**src/rtl/gcd_pkg.sv**
```systemverilog
// gcd_pkg: shared types for the GCD client and engine.
package gcd_pkg;
  typedef enum logic [1:0] {IDLE, ISSUE, WAIT, RESP} client_state_t;
endpackage

```
**src/rtl/gcd_client_if.sv**
```systemverilog
// gcd_client_if: request, response and engine handshake signals of the GCD client.
interface gcd_client_if #(
  parameter int nbits = 32
);
  logic             req_valid;
  logic             req_ready;
  logic [nbits-1:0] req_a;
  logic [nbits-1:0] req_b;
  logic             rsp_valid;
  logic             rsp_ready;
  logic [nbits-1:0] rsp_gcd;
  logic             rsp_timeout;
  logic [nbits-1:0] gcd_a;
  logic [nbits-1:0] gcd_b;
  logic             gcd_start;
  logic             gcd_done;
  logic [nbits-1:0] gcd_result;
  modport master (
    input  req_valid, req_a, req_b, rsp_ready, gcd_done, gcd_result,
    output req_ready, rsp_valid, rsp_gcd, rsp_timeout, gcd_a, gcd_b, gcd_start
  );
  modport slave (
    output req_valid, req_a, req_b, rsp_ready, gcd_done, gcd_result,
    input  req_ready, rsp_valid, rsp_gcd, rsp_timeout, gcd_a, gcd_b, gcd_start
  );
endinterface

```
**src/rtl/gcd_req_fifo.sv**
```systemverilog
// gcd_req_fifo: small registered FIFO of {a,b} operand pairs.
module gcd_req_fifo #(
  parameter int nbits = 32,
  parameter int DEPTH = 4
) (
  input  logic               clk,
  input  logic               reset,
  input  logic               push,
  input  logic               pop,
  input  logic [2*nbits-1:0] din,
  output logic               full,
  output logic               empty,
  output logic [2*nbits-1:0] dout
);
  localparam int aw = $clog2(DEPTH);
  logic [2*nbits-1:0] mem [DEPTH];
  logic [aw-1:0]      wr_ptr;
  logic [aw-1:0]      rd_ptr;
  logic [aw:0]        count;
  logic               push_ok;
  logic               pop_ok;
  assign full    = count == (aw+1)'(DEPTH);
  assign empty   = count == '0;
  assign dout    = mem[rd_ptr];
  assign push_ok = push && !full;
  assign pop_ok  = pop && !empty;
  always_ff @(posedge clk or posedge reset)
    if (reset) begin
      wr_ptr <= '0;
      rd_ptr <= '0;
      count  <= '0;
    end else begin
      wr_ptr <= push_ok ? wr_ptr + 1'b1 : wr_ptr;
      rd_ptr <= pop_ok ? rd_ptr + 1'b1 : rd_ptr;
      count  <= count + (aw+1)'(push_ok) - (aw+1)'(pop_ok);
    end
  // Storage is not reset; an entry is only read after it has been written.
  always_ff @(posedge clk)
    if (push_ok) mem[wr_ptr] <= din;
endmodule

```
**src/rtl/gcd_client.sv**
```systemverilog
// gcd_client: queues operand pairs, drives the GCD engine start/done handshake and returns results with a watchdog.
module gcd_client
  import gcd_pkg::*;
#(
  parameter int nbits          = 32,
  parameter int DEPTH          = 4,
  parameter int TIMEOUT_CYCLES = 1024
) (
  input logic           clk,
  input logic           reset,
  gcd_client_if.master  bus
);
  localparam int cw = $clog2(TIMEOUT_CYCLES + 1);
  client_state_t      state;
  logic               orphan;
  logic               full;
  logic               empty;
  logic               pop;
  logic [cw-1:0]      count;
  logic [2*nbits-1:0] dout;
  assign bus.req_ready = !full;
  // A timed-out engine may still be busy; hold off new starts until its late done drains.
  assign pop = state == IDLE && !empty && !orphan;
  gcd_req_fifo #(.nbits(nbits), .DEPTH(DEPTH)) u_fifo (
    .clk   (clk),
    .reset (reset),
    .push  (bus.req_valid && !full),
    .pop   (pop),
    .din   ({bus.req_a, bus.req_b}),
    .full  (full),
    .empty (empty),
    .dout  (dout)
  );
  always_ff @(posedge clk or posedge reset)
    if (reset) begin
      state           <= IDLE;
      orphan          <= 1'b0;
      count           <= '0;
      bus.gcd_start   <= 1'b0;
      bus.gcd_a       <= '0;
      bus.gcd_b       <= '0;
      bus.rsp_valid   <= 1'b0;
      bus.rsp_gcd     <= '0;
      bus.rsp_timeout <= 1'b0;
    end else begin
      if (bus.gcd_done) orphan <= 1'b0;
      case (state)
        IDLE:
          if (pop) begin
            bus.gcd_a     <= dout[2*nbits-1:nbits];
            bus.gcd_b     <= dout[nbits-1:0];
            bus.gcd_start <= 1'b1;
            state         <= ISSUE;
          end
        ISSUE: begin
          bus.gcd_start <= 1'b0;
          count         <= '0;
          state         <= WAIT;
        end
        WAIT: begin
          count <= count + 1'b1;
          // Done takes priority over a watchdog expiry in the same cycle.
          if (bus.gcd_done) begin
            bus.rsp_gcd     <= bus.gcd_result;
            bus.rsp_timeout <= 1'b0;
            bus.rsp_valid   <= 1'b1;
            state           <= RESP;
          end else if (count == cw'(TIMEOUT_CYCLES - 1)) begin
            bus.rsp_gcd     <= '0;
            bus.rsp_timeout <= 1'b1;
            bus.rsp_valid   <= 1'b1;
            orphan          <= 1'b1;
            state           <= RESP;
          end
        end
        RESP:
          if (bus.rsp_ready) begin
            bus.rsp_valid <= 1'b0;
            state         <= IDLE;
          end
        default: state <= IDLE;
      endcase
    end
endmodule

```
**src/flat_wrapper.sv**
```systemverilog
// flat-port wrapper written by rule: the top's interface ports become plain ports
module gcd_client_flat import gcd_pkg::*;
#(
  parameter int nbits          = 32,
  parameter int DEPTH          = 4,
  parameter int TIMEOUT_CYCLES = 1024
)
  (clk, reset, bus_req_valid, bus_req_a, bus_req_b, bus_rsp_ready, bus_gcd_done, bus_gcd_result, bus_req_ready, bus_rsp_valid, bus_rsp_gcd, bus_rsp_timeout, bus_gcd_a, bus_gcd_b, bus_gcd_start);
  gcd_client_if #(.nbits(nbits)) bus_i ();
  input logic clk;
  input logic reset;
  input wire logic [$bits(bus_i.req_valid)-1:0] bus_req_valid;
  input wire logic [$bits(bus_i.req_a)-1:0] bus_req_a;
  input wire logic [$bits(bus_i.req_b)-1:0] bus_req_b;
  input wire logic [$bits(bus_i.rsp_ready)-1:0] bus_rsp_ready;
  input wire logic [$bits(bus_i.gcd_done)-1:0] bus_gcd_done;
  input wire logic [$bits(bus_i.gcd_result)-1:0] bus_gcd_result;
  output wire logic [$bits(bus_i.req_ready)-1:0] bus_req_ready;
  output wire logic [$bits(bus_i.rsp_valid)-1:0] bus_rsp_valid;
  output wire logic [$bits(bus_i.rsp_gcd)-1:0] bus_rsp_gcd;
  output wire logic [$bits(bus_i.rsp_timeout)-1:0] bus_rsp_timeout;
  output wire logic [$bits(bus_i.gcd_a)-1:0] bus_gcd_a;
  output wire logic [$bits(bus_i.gcd_b)-1:0] bus_gcd_b;
  output wire logic [$bits(bus_i.gcd_start)-1:0] bus_gcd_start;
  assign bus_i.req_valid = bus_req_valid;
  assign bus_i.req_a = bus_req_a;
  assign bus_i.req_b = bus_req_b;
  assign bus_i.rsp_ready = bus_rsp_ready;
  assign bus_i.gcd_done = bus_gcd_done;
  assign bus_i.gcd_result = bus_gcd_result;
  assign bus_req_ready = bus_i.req_ready;
  assign bus_rsp_valid = bus_i.rsp_valid;
  assign bus_rsp_gcd = bus_i.rsp_gcd;
  assign bus_rsp_timeout = bus_i.rsp_timeout;
  assign bus_gcd_a = bus_i.gcd_a;
  assign bus_gcd_b = bus_i.gcd_b;
  assign bus_gcd_start = bus_i.gcd_start;
  gcd_client #(.nbits(nbits), .DEPTH(DEPTH), .TIMEOUT_CYCLES(TIMEOUT_CYCLES)) u_core (.clk(clk), .reset(reset), .bus(bus_i));
endmodule
```
**config.mk**
```make
export PLATFORM = sky130hd
export DESIGN_NAME = gcd_client_flat
export DESIGN_NICKNAME = d
export VERILOG_FILES = /design/src/rtl/gcd_pkg.sv /design/src/rtl/gcd_client_if.sv /design/src/rtl/gcd_req_fifo.sv /design/src/rtl/gcd_client.sv /design/src/flat_wrapper.sv
export SDC_FILE = /design/constraint.sdc
export NUM_CORES = 1
export LEC_CHECK = 0
export CORE_MARGIN = 1
export CORE_UTILIZATION = 50
export DETAILED_ROUTE_END_ITERATION = 16
export PLACE_DENSITY = 0.8
export SLEW_MARGIN = 20
export SYNTH_ARGS = -nofsm -noshare
export SYNTH_HDL_FRONTEND = slang
export SYNTH_SLANG_ARGS = --single-unit
```
**constraint.sdc**
```tcl
create_clock -name clk -period 5.57 [get_ports clk]
set_input_delay 1.114 -clock clk [delete_from_list [all_inputs] [get_ports clk]]
set_output_delay 1.114 -clock clk [all_outputs]
set_load 0.03 [all_outputs]
```
==> key figures, run 1 <==
Setup path
  – Worst path max stage delay: 0.73 ns
  – CP Data Arrival Time: 1.91 ns
  – Crit-path leading delay family: buffers and inverters
  – Worst Path Max Fanout: 6
  – Crit path cell chain: nor2_1 -> nand2_1 -> clkdlybuf4s50_1
  – CP bufs+invs: 1
  – Crit-path slowest cell: clkdlybuf4s50_1
  – Crit path capture type: output port
  – Startpoint Class: flip-flop
  – Worst EP required: 4.46 ns
  – CP Class: reg -> out

Timing
  – Final setup skew: 0.02114 ns
  – Slew Limit Fails: 0
  – Final setup vio count: 0
  – Fmax: 0.3309 GHz
  – Setup TNS: 0 ns
  – Tcrit/Tclk final: 54.25%
  – Worst slew pin tran: 1.009 ns
  – Minimum clock period: 3.022 ns
  – Worst slew margin relative to its limit: 32.75%
  – RSZ-0062 raised after global routing: false
  – Hold_ws: 0.4939 ns
  – Hold violation count in the final report: 0

Synth
  – Most numerous cell in the Yosys netlist: edfxtp_1
  – Synth unique cells: 41
  – Synth top cells by count: edfxtp_1, dfrtp_1, mux2_2
  – Synthesized cell area: 14,080 sq um
  – Largest area contributor in the synthesized netlist: edfxtp_1
  – Number of flops mapped to enable cells by yosys: 256
  – Synth Register Bits: 376
  – Synth top area share: 54.58%
  – Ys flop type: edfxtp_1
  – Mapped Nets: 787
  – Area contributors post-synth: edfxtp_1, dfrtp_1, mux4_2
  – Mapped Avg Cell Area: 20.93 sq um
  – Seq/Total Area, Yosys: 75.90%
  – Post-Syn Instances: 673
  – Async set-reset flop share out of synthesis: 31.91%
  – Yosys warns: 0

Worst hold path
  – Worst Hold Class: reg -> reg

Clock network
  – CTS tree: yes
  – Post-CTS Setup Inserts: 0
  – Clock Path Buffers: 3
  – Post-CTS sizing: 0
  – Clock Latency Late Sink: 0.52 ns
  – Clock transition at path regs: 0.06 ns
  – CTS Sinks: 376
  – Root Driver: clkbuf_16
  – Quantity of hold-fixing buffers added after cts: 0
  – Deepest level of the CTS H-tree: 2
  – CTS Buf Count: 39

Drt
  – Wirelength per Cell: 20.51 microns
  – Total routed wirelength: 26.58 mm
  – DR pass1 iterations: 6
  – Drt first-iter violations: 465
  – Vias/cell: 5.426
  – Drt drc: 0
  – Vias: 7,032
  – Antenna-violating nets left: 0

Floorplan
  – Core area: 27,780 sq um
  – Die height: 169.8 microns
  – Die Area: 28,840 sq um
  – DIE WIDTH: 169.8 microns
  – I/O pin count: 201
  – # rows: 61
  – Initial Util: 50.70%

Cells and area
  – N_diodes: 0
  – Filler-free cell count of the finished design: 1,296
  – Area grow syn2layout: 25.62%
  – Nets@finish: 1,002
  – Layout cells sized above 1: 22.77%
  – Design Area, Final: 17,690 sq um

Placement
  – Post-DP HPWL: 15.72 mm
  – Placed inst area: 16,420 sq um
  – Placed Cells incl. Taps: 1,224
  – Final RePlAce weighted congestion: 0.7407
  – Port bufs: 200

Pwr
  – Peak supply drop: 0.3446 mV
  – Power density over cell area: 585.9 nW/um^2
  – Leakage: 0.006348 uW

Global route
  – Aggregate global routing overflow: 0
  – Initial antenna violation count: 0
  – Vias in the first global route: 7,305
  – First-pass GRT wire length: 41.48 mm
  – Total GRT Usage: 18.97%
  – Largest net degree at the start of global routing: 86

Run
  – Max_cap viols: 0

Status
  – Status: finished clean
-- final timing paths --
kind                       slack, ns  cells after the start                            endpoint                                 from
hold / removal                  0.49                      1   u_core.bus.rsp_gcd[5]$_DFFE_PP0P_    u_core.bus.rsp_gcd[5]$_DFFE_PP0P_
max in group asynchronous       3.36                      3         u_core.state[0]$_DFFE_PP0P_                                reset
setup / recovery                2.55                      3                       bus_req_ready     u_core.u_fifo.count[1]$_DFF_PP0_
min in group asynchronous       1.14                      2  u_core.bus.rsp_gcd[27]$_DFFE_PP0P_                                reset
hold reg to reg                 0.49                      1   u_core.bus.rsp_gcd[5]$_DFFE_PP0P_    u_core.bus.rsp_gcd[5]$_DFFE_PP0P_
setup reg to reg                2.99                      3    u_core.bus.gcd_a[21]$_DFFE_PP0P_  u_core.u_fifo.rd_ptr[0]$_DFFE_PP0P_
-- final cells by class --
type / count / area, sq um
repair buffers: 204 / 2036
fillers: 1929 / 10090
flip-flops and latches: 376 / 10700
well taps: 378 / 473.0
clock buffers: 57 / 1114
inverters: 15 / 61.31
multi-input cells: 252 / 3168
clock inverters: 14 / 143.9
-- cell usage in the layout (no fill, tap or decap), types with 3 or more instances in the layout --
cell type	count
a21oi_1	3
buf_4	3
mux4_2	64
o21ai_0	5
nor2_1	9
ha_1	12
xnor2_1	8
nor3_1	6
clkbuf_8	7
clkbuf_16	39
edfxtp_1	256
inv_1	14
clkdlybuf4s50_1	200
and3_4	4
dfrtp_1	118
nand2_1	11
clkinv_2	8
mux2_2	65
nand3_1	4
a22o_1	33
clkbuf_1	11
-- logic make-up after synthesis --
family	share of synthesized area (%)
DFF	75.90
xor gates and xnor gates	0.6219
adders and majority gates	1.208
and+or+nand+nor	1.937
muxes	15.58
buffers and inverters	1.803
AOI/OAI and AO/OA	2.949
-- sequential cells by signal (all words and copies together) (netlist names) --
name / flops
u_core.bus.gcd_a: 32
u_core.bus.gcd_b: 32
u_core.bus.gcd_start: 1
u_core.bus.rsp_gcd: 32
u_core.bus.rsp_timeout: 1
u_core.bus.rsp_valid: 1
u_core.count: 11
u_core.orphan: 1
u_core.state: 2
u_core.u_fifo.count: 3
u_core.u_fifo.mem: 256
u_core.u_fifo.rd_ptr: 2
u_core.u_fifo.wr_ptr: 2
-- report_power, final --
group	switching [uW]	total, uW	leakage (uW)	internal (uW)
sequential	508	4350	0.00380	3840
clock	1030	2510	0.000619	1490
combinational	1770	3510	0.00193	1730
total	3310	10400	0.00635	7060
-- layer usage --
metal / global-route usage (%) / wire length [microns]
met5: 0 / 0
met4: 5.366 / 503
met3: 4.186 / 1714
met2: 31.09 / 12990
met1: 25.75 / 11370
-- per-stage QoR --
step | setup WS (ns) | power (uW) | util [%]
final | 2.548 | 10370 | 63.69
after global routing | 2.480 | 10860 | 63.69
after CTS | 2.533 | 10490 | 63.64
after detailed placement | 2.463 | 7948 | 59.12
after global placement | 2.489 | 7853 | 59.12
after floorplan | 1.270 | 6662 | -
Power figures use the tool's default switching activity.
==> run 2, diff against run 1 <==
clock period = 2.83 ns   (was 5.57 ns; I/O delays follow)
==> run 2 against run 1 <==
  * Global-route usage rose by 0.16 points
  * Clock skew fell by 0.0052 ns
  * Critical path depth did not move
  * Power rose by 99%
  * Clock power rose by 96%
  * Sequential power rose by 93%
  * Setup slack got worse by 2.2 ns
  * Core utilization rose by 0.81 points
  * Sequential share of layout area fell by 0.76 points
==> key figures, run 2 (synthesis gave the netlist of run 1 again) <==
Timing
  – Setup TNS: 0 ns (unchanged)
  – Setup ws final: 0.3607 ns (-2.187 ns)
  – Worst slew margin relative to its limit: 58.53% (+26 points)
  – Slew Limit Fails: 0 (unchanged)
  – RSZ-0062 raised after global routing: false
  – Final setup vio count: 0 (unchanged)
  – Final setup skew: 0.01591 ns (-0.005222 ns)
  – Tcrit/Tclk final: 87.25%
  – Worst slew pin tran: 0.6221 ns (-0.3866 ns)
  – Minimum clock period: 2.469 ns
  – Hold violation count in the final report: 0 (unchanged)
  – Fmax: 0.4050 GHz

Pwr
  – Int Power: 14,080 uW (+99%)
  – Seq pwr share: 40.7% (-1.2 points)
  – Power density over cell area: 1149 nW/um^2 (+96%)
  – Pwr Total: 20,580 uW (+99%)
  – Peak supply drop: 0.7648 mV (+120%)
  – Power share of the combinational group: 35.4% (+1.6 points)
  – Clock Power Share: 23.9% (-0.4 points)
  – Leakage: 0.006449 uW (+1.6%)
  – Switching Share: 31.59% (-0.33 points)
  – Switching pwr: 6500 uW (+96%)

Drt
  – Wirelength per Cell: 20.40 microns (-0.53%)
  – Drt drc: 0 (unchanged)
  – Vias: 7,033 (+0.014%)
  – Vias/cell: 5.373 (-0.98%)
  – Antenna-violating nets left: 0 (unchanged)
  – DR pass1 iterations: 4 (-2)
  – Drt first-iter violations: 343 (-26%)
  – Total routed wirelength: 26.70 mm (+0.47%)

Floorplan
  – Initial Util: 50.70% (unchanged)
  – Die height: 169.8 microns (unchanged)
  – Core area: 27,780 sq um (unchanged)
  – # rows: 61 (unchanged)
  – Die Area: 28,840 sq um (unchanged)
  – DIE WIDTH: 169.8 microns (unchanged)
  – I/O pin count: 201 (unchanged)

Global route
  – Met2 Use GR: 31.75% (+0.66 points)
  – Aggregate global routing overflow: 0 (unchanged)
  – GR Layer Usage met3: 4.419% (+0.23 points)
  – Largest net degree at the start of global routing: 67 (-22%)
  – Vias in the first global route: 7,450 (+2.0%)
  – Total GRT Usage: 19.13% (+0.16 points)
  – Initial antenna violation count: 0 (unchanged)
  – Met1 Use GR: 25.46% (-0.29 points)
  – GR peak layer: met2
  – First-pass GRT wire length: 41.61 mm (+0.33%)

Cells and area
  – Multi-input gate area: 3167 sq um (about the same)
  – Most frequent cells in the layout: edfxtp_1, clkdlybuf4s50_1, dfrtp_1
  – Fill cells: 1,900 (-1.5%)
  – Layout cells sized above 1: 23.63% (+0.86 points)
  – Largest register FFs: 256 (unchanged)
  – Area grow syn2layout: 27.21%
  – Most common cell after layout, fill and taps aside: edfxtp_1
  – Final Util: 64.49% (+0.81 points)
  – Nets@finish: 1,016 (+1.4%)
  – Storage element area: 10,700 sq um (unchanged)
  – N_diodes: 0 (unchanged)
  – Filler-free cell count of the finished design: 1,309 (+1.0%)
  – Most flop-heavy register: u_core.u_fifo.mem

Clock network
  – Clock transition at path regs: 0.06 ns (about the same)
  – Quantity of hold-fixing buffers added after cts: 0 (unchanged)
  – Clock Latency Late Sink: 0.52 ns (about the same)
  – Root Driver: clkbuf_16
  – CTS Sinks: 376 (unchanged)
  – CTS Buf Count: 38 (-2.6%)
  – Deepest level of the CTS H-tree: 2 (unchanged)
  – Post-CTS sizing: 0 (unchanged)
  – Clock Path Buffers: 3 (unchanged)
  – Post-CTS Setup Inserts: 0 (unchanged)
  – CTS tree: yes

Status
  – Status: finished clean

Setup path
  – Reg2reg path depth: 9 (+6)
  – Crit path cell chain: nor2_1 -> nand2_1 -> clkdlybuf4s50_1
  – Worst path max stage delay: 0.74 ns (about the same)
  – Startpoint Class: flip-flop
  – CP Class: reg -> out
  – Crit path capture type: output port
  – Worst Path Max Fanout: 6 (unchanged)
  – Worst EP required: 2.26 ns (-2.20 ns)
  – Crit-path slowest cell: clkdlybuf4s50_1
  – CP Data Arrival Time: 1.90 ns (about the same)

Worst hold path
  – Worst Hold Class: in -> async

Placement
  – Placed Cells incl. Taps: 1,240 (+1.3%)
  – DP Worst Slack: 0.2818 ns (-2.181 ns)
  – Port bufs: 200 (unchanged)
  – Post-DP HPWL: 16.22 mm (+3.2%)
  – Final RePlAce weighted congestion: 0.7217 (-2.6%)

Run
  – Max_cap viols: 0 (unchanged)
-- run 2: changes by cell type in the layout (fill, tap and decap cells not counted), sizes merged --
cell    change
bufinv      +1
clkbuf      -1
buf        +15
inv         +1
clkinv      -3
-- run 2: final cells by class --
class	instances	area share, %
clock inverter	13	0.8240
sequential	376	59.71
timing repair buffer	219	12.74
tap	378	2.640
clock buffer	56	6.082
inverter	15	0.3352
multi-input combinational	252	17.67
-- run 2: critical path: cells and delay by family (launching register included) --
family | cells | cell delay, ns
AND/OR/NAND/NOR | 2 | 0.24
buffers and inverters | 1 | 0.74
flip-flops | 1 | 0.41
-- run 2: per-stage QoR --
step / hold slack [ns] / cell area [sq um]
after floorplan: 0.4965 / 14090
after global placement: 0.4828 / 16680
after detailed placement: 0.4816 / 16680
after CTS: 0.4007 / 17920
after global routing: 0.4327 / 17920
final: 0.4005 / 17920
-- run 2: worst paths after layout --
kind	start	endpoint	slack [ns]
min in group clk	u_core.bus.rsp_gcd[30]$_DFFE_PP0P_	u_core.bus.rsp_gcd[30]$_DFFE_PP0P_	0.50
max in group asynchronous	reset	u_core.bus.gcd_b[14]$_DFFE_PP0P_	1.79
setup reg to reg	u_core.u_fifo.count[1]$_DFF_PP0_	u_core.u_fifo.count[2]$_DFF_PP0_	0.74
hold reg to reg	u_core.bus.rsp_gcd[30]$_DFFE_PP0P_	u_core.bus.rsp_gcd[30]$_DFFE_PP0P_	0.50
hold / removal	reset	u_core.bus.rsp_gcd[14]$_DFFE_PP0P_	0.40
setup / recovery	u_core.u_fifo.count[1]$_DFF_PP0_	bus_req_ready	0.36
-- run 2: layer usage --
layer / share of wire, % / wire, microns
met5: 0 / 0
met4: 2.0 / 543
met3: 6.5 / 1744
met2: 49 / 13110
met1: 42 / 11300
-- run 2: power groups by stage --
stage                     clock network (uW)  registers [uW]  logic [uW]
final                                   4910            8380        7280
after global routing                    5250            8560        7770
after CTS                               5030            8420        7410
after detailed placement                   0            8510        7370
after global placement                     0            8410        7260
after floorplan                            0            9550        3560
==> run 3, diff against run 2 <==
GPL_TIMING_DRIVEN = 1   (was unset)
==> results of run 3 <==
Final layout, timing and power as in run 2 (identical DEF).
